$ cat src/rtl/gsim_pkg.sv
// Shared types and sizes for the Gauss-Seidel result buffer.
// Q16.16 solution words, 16-word bursts, two ping-pong banks.
package gsim_pkg;

  localparam int DATA_W  = 32;
  localparam int VEC_LEN = 16;
  localparam int IDX_W   = 4;
  localparam int FRAC_W  = 16;
  localparam int SAT_W   = 16;
  localparam int NBANK   = 2;
  localparam int AW      = IDX_W + 1;

  typedef enum logic [1:0] {
    FREE,
    FILLING,
    FULL,
    DRAINING
  } bank_st_e;

endpackage

$ cat src/rtl/gsim_rbuf_round.sv
// Q16.16 -> integer round-half-up, saturated to signed 16 b.
// Only instantiated when GSIM_RBUF_ROUND_EN is defined.
module gsim_rbuf_round
  import gsim_pkg::*;
(
  input  logic [DATA_W-1:0] d_i,
  output logic [DATA_W-1:0] q_o
);

  localparam int RW = DATA_W - FRAC_W + 1;
  localparam logic signed [RW-1:0] SMAX =
    RW'((1 << (SAT_W - 1)) - 1);
  localparam logic signed [RW-1:0] SMIN =
    RW'(-(1 << (SAT_W - 1)));

  logic signed [RW-1:0] r;
  logic signed [RW-1:0] rs;
  logic [SAT_W-1:0]     s16;
  logic                 unused_frac;

  assign unused_frac = ^d_i[FRAC_W-2:0];

  // floor(x/2^16) plus the half bit gives round-half-up
  always_comb begin
    r = $signed({d_i[DATA_W-1], d_i[DATA_W-1:FRAC_W]})
      + $signed({{(RW-1){1'b0}}, d_i[FRAC_W-1]});
    rs = r;
    if (r > SMAX) rs = SMAX;
    if (r < SMIN) rs = SMIN;
    s16 = rs[SAT_W-1:0];
    q_o = {{(DATA_W-SAT_W){s16[SAT_W-1]}}, s16};
  end

endmodule

$ cat src/rtl/gsim_result_buffer.sv
// Ping-pong capture of solver bursts, drained over valid/ready.
// Optional output rounding: GSIM_RBUF_ROUND_EN.
module gsim_result_buffer
  import gsim_pkg::*;
(
  input  logic              clk,
  input  logic              reset,
  input  logic              in_valid,
  input  logic [DATA_W-1:0] in_data,
  output logic              m_valid,
  input  logic              m_ready,
  output logic [DATA_W-1:0] m_data,
  output logic [IDX_W-1:0]  m_index,
  output logic              m_last,
  output logic              busy,
  output logic              ovf_err,
  output logic              short_err,
  input  logic              clear_err
);

  bank_st_e st_q [NBANK];
  bank_st_e st_d [NBANK];

  logic [DATA_W-1:0] mem_q [NBANK*VEC_LEN];

  logic             wr_bank_q, wr_bank_d;
  logic             wr_tgt_q, wr_tgt_d;
  logic             drop_q, drop_d;
  logic             skip_q, skip_d;
  logic             older_q, older_d;
  logic [IDX_W-1:0] wr_cnt_q, wr_cnt_d;
  logic             rd_bank_q, rd_bank_d;

  logic              m_valid_q, m_valid_d;
  logic [DATA_W-1:0] m_data_q, m_data_d;
  logic [IDX_W-1:0]  m_index_q, m_index_d;
  logic              m_last_q, m_last_d;
  logic              ovf_q, ovf_d;
  logic              short_q, short_d;

  logic             hs, rel, load;
  logic             start, last_w;
  logic             cur_tgt, cur_drop;
  logic             fa, fb, pick;
  logic             ovf_new, short_new;
  logic             mem_we;
  logic [AW-1:0]    mem_wa;
  logic [AW-1:0]    rd_addr;
  logic             data_ld;
  logic [IDX_W-1:0] nidx;

  logic [DATA_W-1:0] rd_word;
  logic [DATA_W-1:0] out_word;

  assign rd_word = mem_q[rd_addr];

`ifdef GSIM_RBUF_ROUND_EN
  gsim_rbuf_round u_round (
    .d_i (rd_word),
    .q_o (out_word)
  );
`else
  assign out_word = rd_word;
`endif

  // Bank FSMs, write side, read side and sticky error flags
  always_comb begin
    st_d      = st_q;
    wr_bank_d = wr_bank_q;
    wr_tgt_d  = wr_tgt_q;
    drop_d    = drop_q;
    skip_d    = skip_q;
    older_d   = older_q;
    wr_cnt_d  = wr_cnt_q;
    rd_bank_d = rd_bank_q;
    m_valid_d = m_valid_q;
    m_index_d = m_index_q;
    m_last_d  = m_last_q;
    ovf_new   = 1'b0;
    short_new = 1'b0;
    mem_we    = 1'b0;
    data_ld   = 1'b0;
    rd_addr   = '0;
    nidx      = m_index_q + 1'b1;
    hs        = m_valid_q & m_ready;
    rel       = hs & m_last_q;
    load      = ~m_valid_q | m_ready;
    last_w    = (wr_cnt_q == IDX_W'(VEC_LEN - 1));
    start     = in_valid & ~skip_q & (wr_cnt_q == '0);
    cur_tgt   = wr_tgt_q;
    cur_drop  = drop_q;

    if (rel) st_d[rd_bank_q] = FREE;

    if (start) begin
      if (st_d[wr_bank_q] == FREE) begin
        cur_tgt  = wr_bank_q;
        cur_drop = 1'b0;
      end else if (st_d[~wr_bank_q] == FREE) begin
        cur_tgt  = ~wr_bank_q;
        cur_drop = 1'b0;
      end else begin
        cur_tgt  = wr_bank_q;
        cur_drop = 1'b1;
      end
    end
    mem_wa = {cur_tgt, wr_cnt_q};

    if (skip_q) begin
      if (!in_valid) skip_d = 1'b0;
    end else if (in_valid) begin
      wr_tgt_d = cur_tgt;
      drop_d   = cur_drop;
      wr_cnt_d = wr_cnt_q + 1'b1;
      if (start && cur_drop) ovf_new = 1'b1;
      if (!cur_drop) begin
        mem_we = 1'b1;
        st_d[cur_tgt] = last_w ? FULL : FILLING;
        if (last_w) begin
          wr_bank_d = ~cur_tgt;
          if (st_q[~cur_tgt] != FULL) older_d = cur_tgt;
        end
      end
    end else if (wr_cnt_q != '0) begin
      wr_cnt_d  = '0;
      short_new = 1'b1;
      if (!drop_q) st_d[wr_tgt_q] = FREE;
    end

    fa   = (st_d[0] == FULL);
    fb   = (st_d[1] == FULL);
    pick = (fa && fb) ? older_q : fb;

    if (load) begin
      if (m_valid_q && !m_last_q) begin
        rd_addr   = {rd_bank_q, nidx};
        data_ld   = 1'b1;
        m_index_d = nidx;
        m_last_d  = (nidx == IDX_W'(VEC_LEN - 1));
      end else if (fa || fb) begin
        rd_addr    = {pick, {IDX_W{1'b0}}};
        data_ld    = 1'b1;
        m_valid_d  = 1'b1;
        rd_bank_d  = pick;
        m_index_d  = '0;
        m_last_d   = 1'b0;
        st_d[pick] = DRAINING;
      end else begin
        m_valid_d = 1'b0;
        m_last_d  = 1'b0;
      end
    end

    ovf_d   = (ovf_q & ~clear_err) | ovf_new;
    short_d = (short_q & ~clear_err) | short_new;
  end

  // Output data register loads only on an advance
  always_comb begin
    m_data_d = m_data_q;
    if (data_ld) m_data_d = out_word;
  end

  // Control and output state
  always_ff @(posedge clk) begin
    if (reset) begin
      st_q[0]   <= FREE;
      st_q[1]   <= FREE;
      wr_bank_q <= 1'b0;
      wr_tgt_q  <= 1'b0;
      drop_q    <= 1'b0;
      skip_q    <= in_valid;
      older_q   <= 1'b0;
      wr_cnt_q  <= '0;
      rd_bank_q <= 1'b0;
      m_valid_q <= 1'b0;
      m_data_q  <= '0;
      m_index_q <= '0;
      m_last_q  <= 1'b0;
      ovf_q     <= 1'b0;
      short_q   <= 1'b0;
    end else begin
      st_q      <= st_d;
      wr_bank_q <= wr_bank_d;
      wr_tgt_q  <= wr_tgt_d;
      drop_q    <= drop_d;
      skip_q    <= skip_d;
      older_q   <= older_d;
      wr_cnt_q  <= wr_cnt_d;
      rd_bank_q <= rd_bank_d;
      m_valid_q <= m_valid_d;
      m_data_q  <= m_data_d;
      m_index_q <= m_index_d;
      m_last_q  <= m_last_d;
      ovf_q     <= ovf_d;
      short_q   <= short_d;
    end
  end

  // Bank storage, no reset needed
  always_ff @(posedge clk) begin
    if (mem_we) mem_q[mem_wa] <= in_data;
  end

  assign m_valid   = m_valid_q;
  assign m_data    = m_data_q;
  assign m_index   = m_index_q;
  assign m_last    = m_last_q;
  assign busy      = (st_q[0] != FREE) | (st_q[1] != FREE);
  assign ovf_err   = ovf_q;
  assign short_err = short_q;

endmodule
$ cat config.mk
export PLATFORM = sky130hd
export DESIGN_NAME = gsim_result_buffer
export DESIGN_NICKNAME = d
export VERILOG_FILES = /design/src/rtl/gsim_pkg.sv /design/src/rtl/gsim_rbuf_round.sv /design/src/rtl/gsim_result_buffer.sv
export SDC_FILE = /design/constraint.sdc
export NUM_CORES = 1
export LEC_CHECK = 0
export CAP_MARGIN = 10
export CORE_MARGIN = 2
export CORE_UTILIZATION = 35
export DETAILED_ROUTE_END_ITERATION = 16
export PLACE_DENSITY_LB_ADDON = 0.08
export SLEW_MARGIN = 25
export SYNTH_ARGS = -nofsm -noshare
export SYNTH_HDL_FRONTEND = slang
export SYNTH_SLANG_ARGS = --single-unit
$ cat constraint.sdc
create_clock -name clk -period 4.2 [get_ports clk]
set_input_delay 0.63 -clock clk [delete_from_list [all_inputs] [get_ports clk]]
set_output_delay 0.63 -clock clk [all_outputs]
set_load 0.005 [all_outputs]
# --- Yosys cells after proc, flatten, opt, wreduce, memory -nomap -nowiden ---
# Memories as Yosys holds them, arrays and structs flattened. A register that Yosys moved wholly into a read port is not among the register bits.
# Index checks and enable logic that the tools add are counted.
word_totals:
  regBits: 22
  ram_bits: 1024
  mem_count: 1
  elab_cells: 146
  inputBits: 37
memory_table:
  columns: ["memory", "depth", "width", "rd", "rd_ports_with_merged_regs", "write_ports", "line", "text"]
  rows:
  - ["mem_q", 32, 32, 1, 1, 1, "gsim_result_buffer.sv:24", "logic [DATA_W-1:0] mem_q [NBANK*VEC_LEN];"]
op_classes:
  bitwise_logic: 29
  n_mux: 60
  magnitude_cmp: 11
  eq_ne: 5
  add_sub_neg: 2
  n_reduce_logical: 24
op_table:
  columns: ["operator", "count"]
  rows:
  - ["2-to-1 mux 4 bit", 13]
  - ["2-to-1 mux 2 bit", 14]
  - ["2-to-1 mux 1 bit", 25]
  - ["2-to-1 mux 5 bit", 3]
  - ["greater-or-equal comparator 2 bit, second input constant", 7]
  - ["inverter 1 -> 2 bit", 7]
  - ["adder 4 x 1 -> 4 bit, second input constant", 2]
  - ["bitwise AND 4 bit", 2]
  - ["demux 2 bit (select 1 bit)", 4]
  - ["== test 4 bit, second input constant", 2]
  - ["< comparator 2 x 1 -> 1 bit, second input constant", 4]
  - ["inverter 4 bit", 2]
  - ["AND reduction 2 bit", 4]
  - ["nonzero test 2 bit", 4]
  - ["logical AND 1 bit", 7]
  - ["inverter 1 bit", 7]
  - ["bitwise AND 1 bit", 6]
  - ["AND reduction 5 bit", 1]
  - ["bitwise mux 4 bit", 1]
  - ["== test 2 bit, second input constant", 2]
  - ["logical NOT 2 bit", 2]
  - ["logical NOT 4 bit", 1]
  - ["OR 1 bit", 4]
  - ["OR 4 bit", 1]
  - ["other kinds (6)", 6]

# --- Depth between registers and ports, before layout ---
logic_depth:
  word_depth: 36
  mapped_depth: 17
  mapped_depth_nobuf: 9

# --- Worst setup path after synthesis ---
# OpenSTA, ideal clock, no wires.
synth_timing:
  path_type: "flip-flop to flip-flop"
  startpoint: "register wr_cnt_q[0]"
  endpoint: "register m_data_q[0] (netlist: m_data[0]) (read register of mem_q)"
  stages_incl_launch_ff: 9
  period_less_slack_ns: 4.482
  required_ns: 4.126
  arrival_time_ns: 4.408
  setup_time_ns: 0.074
  slack_ns: -0.282
  path_cell_list: "dfxtp_1 -> ha_1 -> nand3_1 -> nor3_1 -> a21oi_1 -> a31oi_4 -> buf_2 -> o21bai_1 -> a31oi_1"
synth_between:
  elab_chain_cells: 18
  elab_cells_between_ends: 29
synth_lines:
  columns: ["item", "line", "text"]
  rows:
  - ["start, declared", "gsim_result_buffer.sv:31", "logic [IDX_W-1:0] wr_cnt_q, wr_cnt_d;"]
  - ["start signal, assigned", "gsim_result_buffer.sv:189", "wr_cnt_q <= wr_cnt_d;"]
  - ["logical NOT 4 bit", "gsim_result_buffer.sv:89", "start = in_valid & ~skip_q & (wr_cnt_q == '0);"]
  - ["bitwise AND 1 bit", "gsim_result_buffer.sv:89", null]
  - ["2-to-1 mux 1 bit", "gsim_result_buffer.sv:95", "if (start) begin"]
  - ["inverter 1 -> 2 bit", "gsim_result_buffer.sv:118", "st_d[cur_tgt] = last_w ? FULL : FILLING;"]
  - ["greater-or-equal comparator 2 bit (not written as such) or < comparator 2 x 1 -> 1 bit (tied branches)", "gsim_result_buffer.sv:118", null]
  - ["logical AND 1 bit (not written as such)", "gsim_result_buffer.sv:118", null]
  - ["2-to-1 mux 2 bit", "gsim_result_buffer.sv:118", null]
  - ["demux 2 bit (select 1 bit)", "gsim_result_buffer.sv:118", null]
  - ["(+2 left out)", null, null]
  - ["2-to-1 mux 4 bit *", "gsim_result_buffer.sv:111", "end else if (in_valid) begin"]
  - ["2-to-1 mux 4 bit *", "gsim_result_buffer.sv:109", "if (skip_q) begin"]
  - ["== test 2 bit, on equally long branches", "gsim_result_buffer.sv:130, gsim_result_buffer.sv:131", null]
  - ["logical AND 1 bit", "gsim_result_buffer.sv:132", "pick = (fa && fb) ? older_q : fb;"]
  - ["2-to-1 mux 1 bit", "gsim_result_buffer.sv:132", null]
  - ["2-to-1 mux 5 bit", "gsim_result_buffer.sv:140", "end else if (fa || fb) begin"]
  - ["2-to-1 mux 5 bit", "gsim_result_buffer.sv:135", "if (m_valid_q && !m_last_q) begin"]
  - ["2-to-1 mux 5 bit", "gsim_result_buffer.sv:134", "if (load) begin"]
  - ["end, declared", "gsim_result_buffer.sv:35", "logic [DATA_W-1:0] m_data_q, m_data_d;"]
# Every way passes the cells marked *; elsewhere a longest branch is shown, timed or not.
# A chain may end at the register's enable or synchronous reset.

# --- Worst setup path after layout ---
layout_timing:
  startpoint: "register m_last_q (netlist: m_last)"
  endpoint: "memory mem_q[4][1] (enable)"
layout_between:
  elab_chain_cells: 14
  elab_cells_between_ends: 21
layout_lines:
  columns: ["item", "line", "text"]
  rows:
  - ["start, declared", "gsim_result_buffer.sv:37", "logic m_last_q, m_last_d;"]
  - ["start signal, assigned", "gsim_result_buffer.sv:194", "m_last_q <= m_last_d;"]
  - ["bitwise AND 1 bit *", "gsim_result_buffer.sv:86", "rel = hs & m_last_q;"]
  - ["2-to-1 mux 4 bit *", "gsim_result_buffer.sv:93", "if (rel) st_d[rd_bank_q] = FREE;"]
  - ["2-to-1 mux 2 bit (not written as such) (3 in series)", "gsim_result_buffer.sv:99", "end else if (st_d[~wr_bank_q] == FREE) begin"]
  - ["logical NOT 2 bit", "gsim_result_buffer.sv:99", null]
  - ["2-to-1 mux 1 bit", "gsim_result_buffer.sv:99", null]
  - ["2-to-1 mux 1 bit", "gsim_result_buffer.sv:96", "if (st_d[wr_bank_q] == FREE) begin"]
  - ["2-to-1 mux 1 bit", "gsim_result_buffer.sv:95", null]
  - ["2-to-1 mux 1 bit", "gsim_result_buffer.sv:116", "if (!cur_drop) begin"]
  - ["2-to-1 mux 1 bit", "gsim_result_buffer.sv:111", null]
  - ["2-to-1 mux 1 bit", "gsim_result_buffer.sv:109", null]
  - ["2-to-1 mux 1 bit", "gsim_result_buffer.sv:202", "if (mem_we) mem_q[mem_wa] <= in_data;"]
  - ["2-to-1 mux 1 bit (not written as such)", "gsim_result_buffer.sv:202", null]
  - ["end, declared", "gsim_result_buffer.sv:24", null]
# Every way passes the cells marked *; elsewhere a longest branch is shown, timed or not. The select of a mux whose other input is x is not followed.

==> results.md <==
- The flow ran to the end, and the final reports show no timing, DRC or antenna violations.
- The start point of the critical path is m_last.
- The floorplan die height is 356.1 um.
- In this run the worst path has a maximum fanout of 15.
- Net switching is 20.25% of the power.
- The row count is 129.
- The pin count of the biggest net entering global routing is 131.
- The via count of the first global-routing pass is 26240.
- Cells fill 41.60% of the core in the end.
- The first-pass GRT wire length is 189600 um.
- The root buffer selected by CTS is clkbuf_16.
- VDD sags by at most 0.0003156 V.
- The clock network burns 44.6% of the power.
- The DRC violation total after the first TritonRoute iteration is 2048.
- Clock latency on the worst-skew pair, taken at its later pin, is 0.70 ns.
- The H-tree was split into 3 levels.
- The library cell used most frequently in the layout, excluding fill and tap cells, is edfxtp_1.
- The design area is 51300 um^2.
- The average via count per standard cell is 5.459.
- Across all register-to-register paths, the minimum setup slack is 0.82 ns.
- The number of CTS-inserted buffers is 120.
- Global routing consumed, on the met3 layer, 3.355% of the routing resources.
- The worst endpoint required time is 4.60 ns.
- The number of detailed-route iterations in the first pass is 5.
- The share of Yosys cell area claimed by the top area cell type is 70.88%.
- The type of the worst setup path is flop to flop.
- Derived from the worst setup path, the maximum achievable clock frequency is 296.0 MHz.
- Port buffering added 77 buffers.
- The switching power is 0.004481 W.
- Averaged over all synthesized cells, the footprint is 15.17 um^2.
- The share of async-settable or async-resettable flops after synthesis is 0%.
- The completed layout was analyzed and its total power is 0.02213 W.
- The internal power consumption is 0.01765 W.
- Pin placement for this block handled 78 I/O pins.
- For hold timing, the worst endpoint is mem_q[21][29].
- The clock transition time at the flip-flop clock pins of the worst setup and hold paths is 0.06 ns.
- After filler insertion, the fill cell instance count of the layout stands at 11210.
- The worst max-slew margin expressed relative to the limit is 22.82%.
- The portion of the post-synthesis area used by sequential elements is 73.37%.
- The top cell types in the final layout, fill and taps aside, are 1024 x edfxtp_1, 376 x mux2i_1, 275 x nand2_1.
- The startpoint of the worst-slack reg-to-reg timing path is m_last.
- The count of non-filler cells in the finished layout is 4756.
- The final period demand of the worst path is 3.379 ns.
- Routability-driven placement finished with a final weighted congestion of 0.7787.
- The floorplan step set the die width to 356.1 um.
- Buffers added to address setup during post-CTS repair amount to 0.
- The number of warnings issued by yosys is 0.
- The most crowded layer after global routing is met2.
- TritonCTS built the clock tree.
- The synthesis-stage register bit count is 1078.
- Summed over all instances, the cell type with the most area after synthesis is edfxtp_1.
- The hold-fix buffer count after cts is 0.
- The core region is 123300 um^2.
- The final wirelength is 131600 um.
- The power share of the combinational group is 1.9%.
- The ratio of final minimum period to clock period is 80.45%.
- In this run, synthesis inferred 1024 flip-flops with an integrated enable.
- Counting instances, the worst hold path has a depth of 1.
- The worst reg2reg path endpoint is mem_q[4][1].
- In the final routed layout, each cell accounts on average for 27.68 um.
- The detail route stage leaves a number of antenna-violating nets equal to 0.
- The initial antenna violation count was 9.
- The TritonCTS sink count is 1078.
- Setup violations remaining at the end of the flow were counted as 0.
- The min-delay analysis places its worst path in the category input pin to flop.
- The total placed instance area is 47600 um^2.
- In the routed design, unresolved DRC markers number 0.
- Once detailed placement completed, the half-perimeter wirelength came to 75960 um.
- The startpoint of the most critical hold path is in_data[29].
- The number of vias in the routed layout is 25960.
- The global routing met1 resource utilization is 28.74%.
- STA classifies the critical path endpoint as a flop.
- Of the cells placed in the final design, the portion with a size suffix greater than 1 is 12.57%.
- The number of max-capacitance violations reported is 0.
- The layout overhead on the synthesized area is 18.24%.
- Across the routed clock network, the largest skew measured is 0.02087 ns.
- Sorting the synthesized cells by area gives the leading types as edfxtp_1 71%, mux2i_1 8.7%, dfxtp_1 2.5%.
- After synthesis, the netlist uses 56 different library cells.
- The placed cell count is 4528.
- The count of nets after finishing is 3057.
- The cell area after synthesis is 43380 um^2.
- The post-cts repair resize count is 0.
- The number of cell instances on the worst register-to-register path is 8.
- The setup TNS is 0 ns.
- In the synthesized netlist the dominant register cell turns out to be edfxtp_1.
- Summed over all cells, the static leakage comes to 17.84 nW.
- The final-report hold violation count came to 0.
- The total nets after synthesis is 2903.
- The gate count of the mapped netlist is 2860.
- Setup repair after global routing left no endpoint under its margin.
- For this run, global-route usage on met2 was measured as 33.92%.
- At the pin with the least slew margin, the transition time is 1.158 ns.
- The critical path arrival is 3.78 ns.
- For this configuration, the core starts out at a cell density of 35.18%.
- The critical path startpoint category is a flop.
- The total power density per cell area is 431.4 nW/um^2.
- The all-layer global routing usage is 20.67%.
- The clock passes through at most 3 buffers.
- Registers are responsible for 53.5% of the overall power.
- The area of the die is 126800 um^2.
- For this run the aggregate overflow at the end of global routing stands at 0.
- The count of pins over their slew limit is 0.
==> power by group through the flow <==
stage	registers (W)	logic [W]	clock network [W]
2_1_floorplan	0.0121	0.000127	0
3_3_place_gp	0.0121	0.000431	0
3_5_place_dp	0.0121	0.000435	0
4_1_cts	0.0118	0.000437	0.0101
5_1_grt	0.0118	0.000470	0.0105
6_report	0.0118	0.000425	0.00987
==> synth_stat cells (6+ instances only) <==
library cell	count
a221o_1	62
nand3b_1	33
ha_1	6
nand2b_1	8
inv_1	7
edfxtp_1	1024
o311ai_0	31
o211ai_1	65
nand2_1	277
mux2i_1	376
dfxtp_1	54
nor2b_1	6
nand3_1	173
o21ai_0	72
nor3_1	6
nor2_1	56
a211oi_1	36
buf_2	24
clkbuf_1	172
a21oi_1	147
a31oi_1	66
o21bai_1	31
buf_1	16
a221oi_1	64
==> how the worst max path moves through the flow <==
stage	to	depth (start not counted)
finish	mem_q[4][1]	8
global route	mem_q[4][1]	8
CTS	mem_q[4][1]	7
detailed placement	mem_q[4][13]	8
global placement	mem_q[4][25]	8
floorplan	mem_q[29][0]	7
==> critical path, cell delays in order, from the launching register on <==
cell      delay, ns
dfxtp_1        0.73
nand3_1        0.25
o22ai_1        0.25
a21boi_0       0.32
o31ai_1        0.17
or2_2          0.36
nor2_4         0.56
buf_16         0.23
buf_12         0.17
==> registers in the layout (all words and copies together) (netlist names) <==
register,cells
m_index,4
m_data,32
drop_q,1
ovf_err,1
short_err,1
m_last,1
mem_q,1024
m_valid,1
older_q,1
st_q,4
skip_q,1
wr_cnt_q,4
wr_tgt_q,1
wr_bank_q,1
rd_bank_q,1
==> per-stage QoR <==
step	hold slack (ns)	worst slack (ns)
2_1_floorplan	0.4527	0.3930
3_3_place_gp	0.4762	0.3557
3_5_place_dp	0.4836	0.3761
4_1_cts	0.4268	0.7341
5_1_grt	0.4529	0.7060
6_report	0.4559	0.8211
==> area by class of cell <==
type / count / area, um^2 / share of cell area (%)
flip-flops and latches: 1078 / 31830 / 62.06
clock inverters: 63 / 447.9 / 0.8732
well taps: 1637 / 2048 / 3.993
diodes: 1 / 2.502 / 0.004878
clock buffers: 163 / 3236 / 6.308
multi-input cells: 1559 / 10990 / 21.43
inverters: 7 / 26.28 / 0.05122
repair buffers: 248 / 2710 / 5.283
==> cell families after synthesis <==
logic type / count (synthesis) / share of synthesized area, %
flops: 1078 / 73.37
buf+inv: 223 / 2.042
fa+ha+maj: 6 / 0.1730
mux: 377 / 8.727
compound gates: 597 / 9.621
xor+xnor: 1 / 0.02019
simple gates: 578 / 6.045
==> metal layers <==
metal | vias to the layer above | wire length [um]
met2 | 708 | 62540
li1 | 11630 | -
met3 | 160 | 6264
met5 | - | 23
met4 | 4 | 2587
met1 | 13460 | 60230
Power figures use the tool's default switching activity.
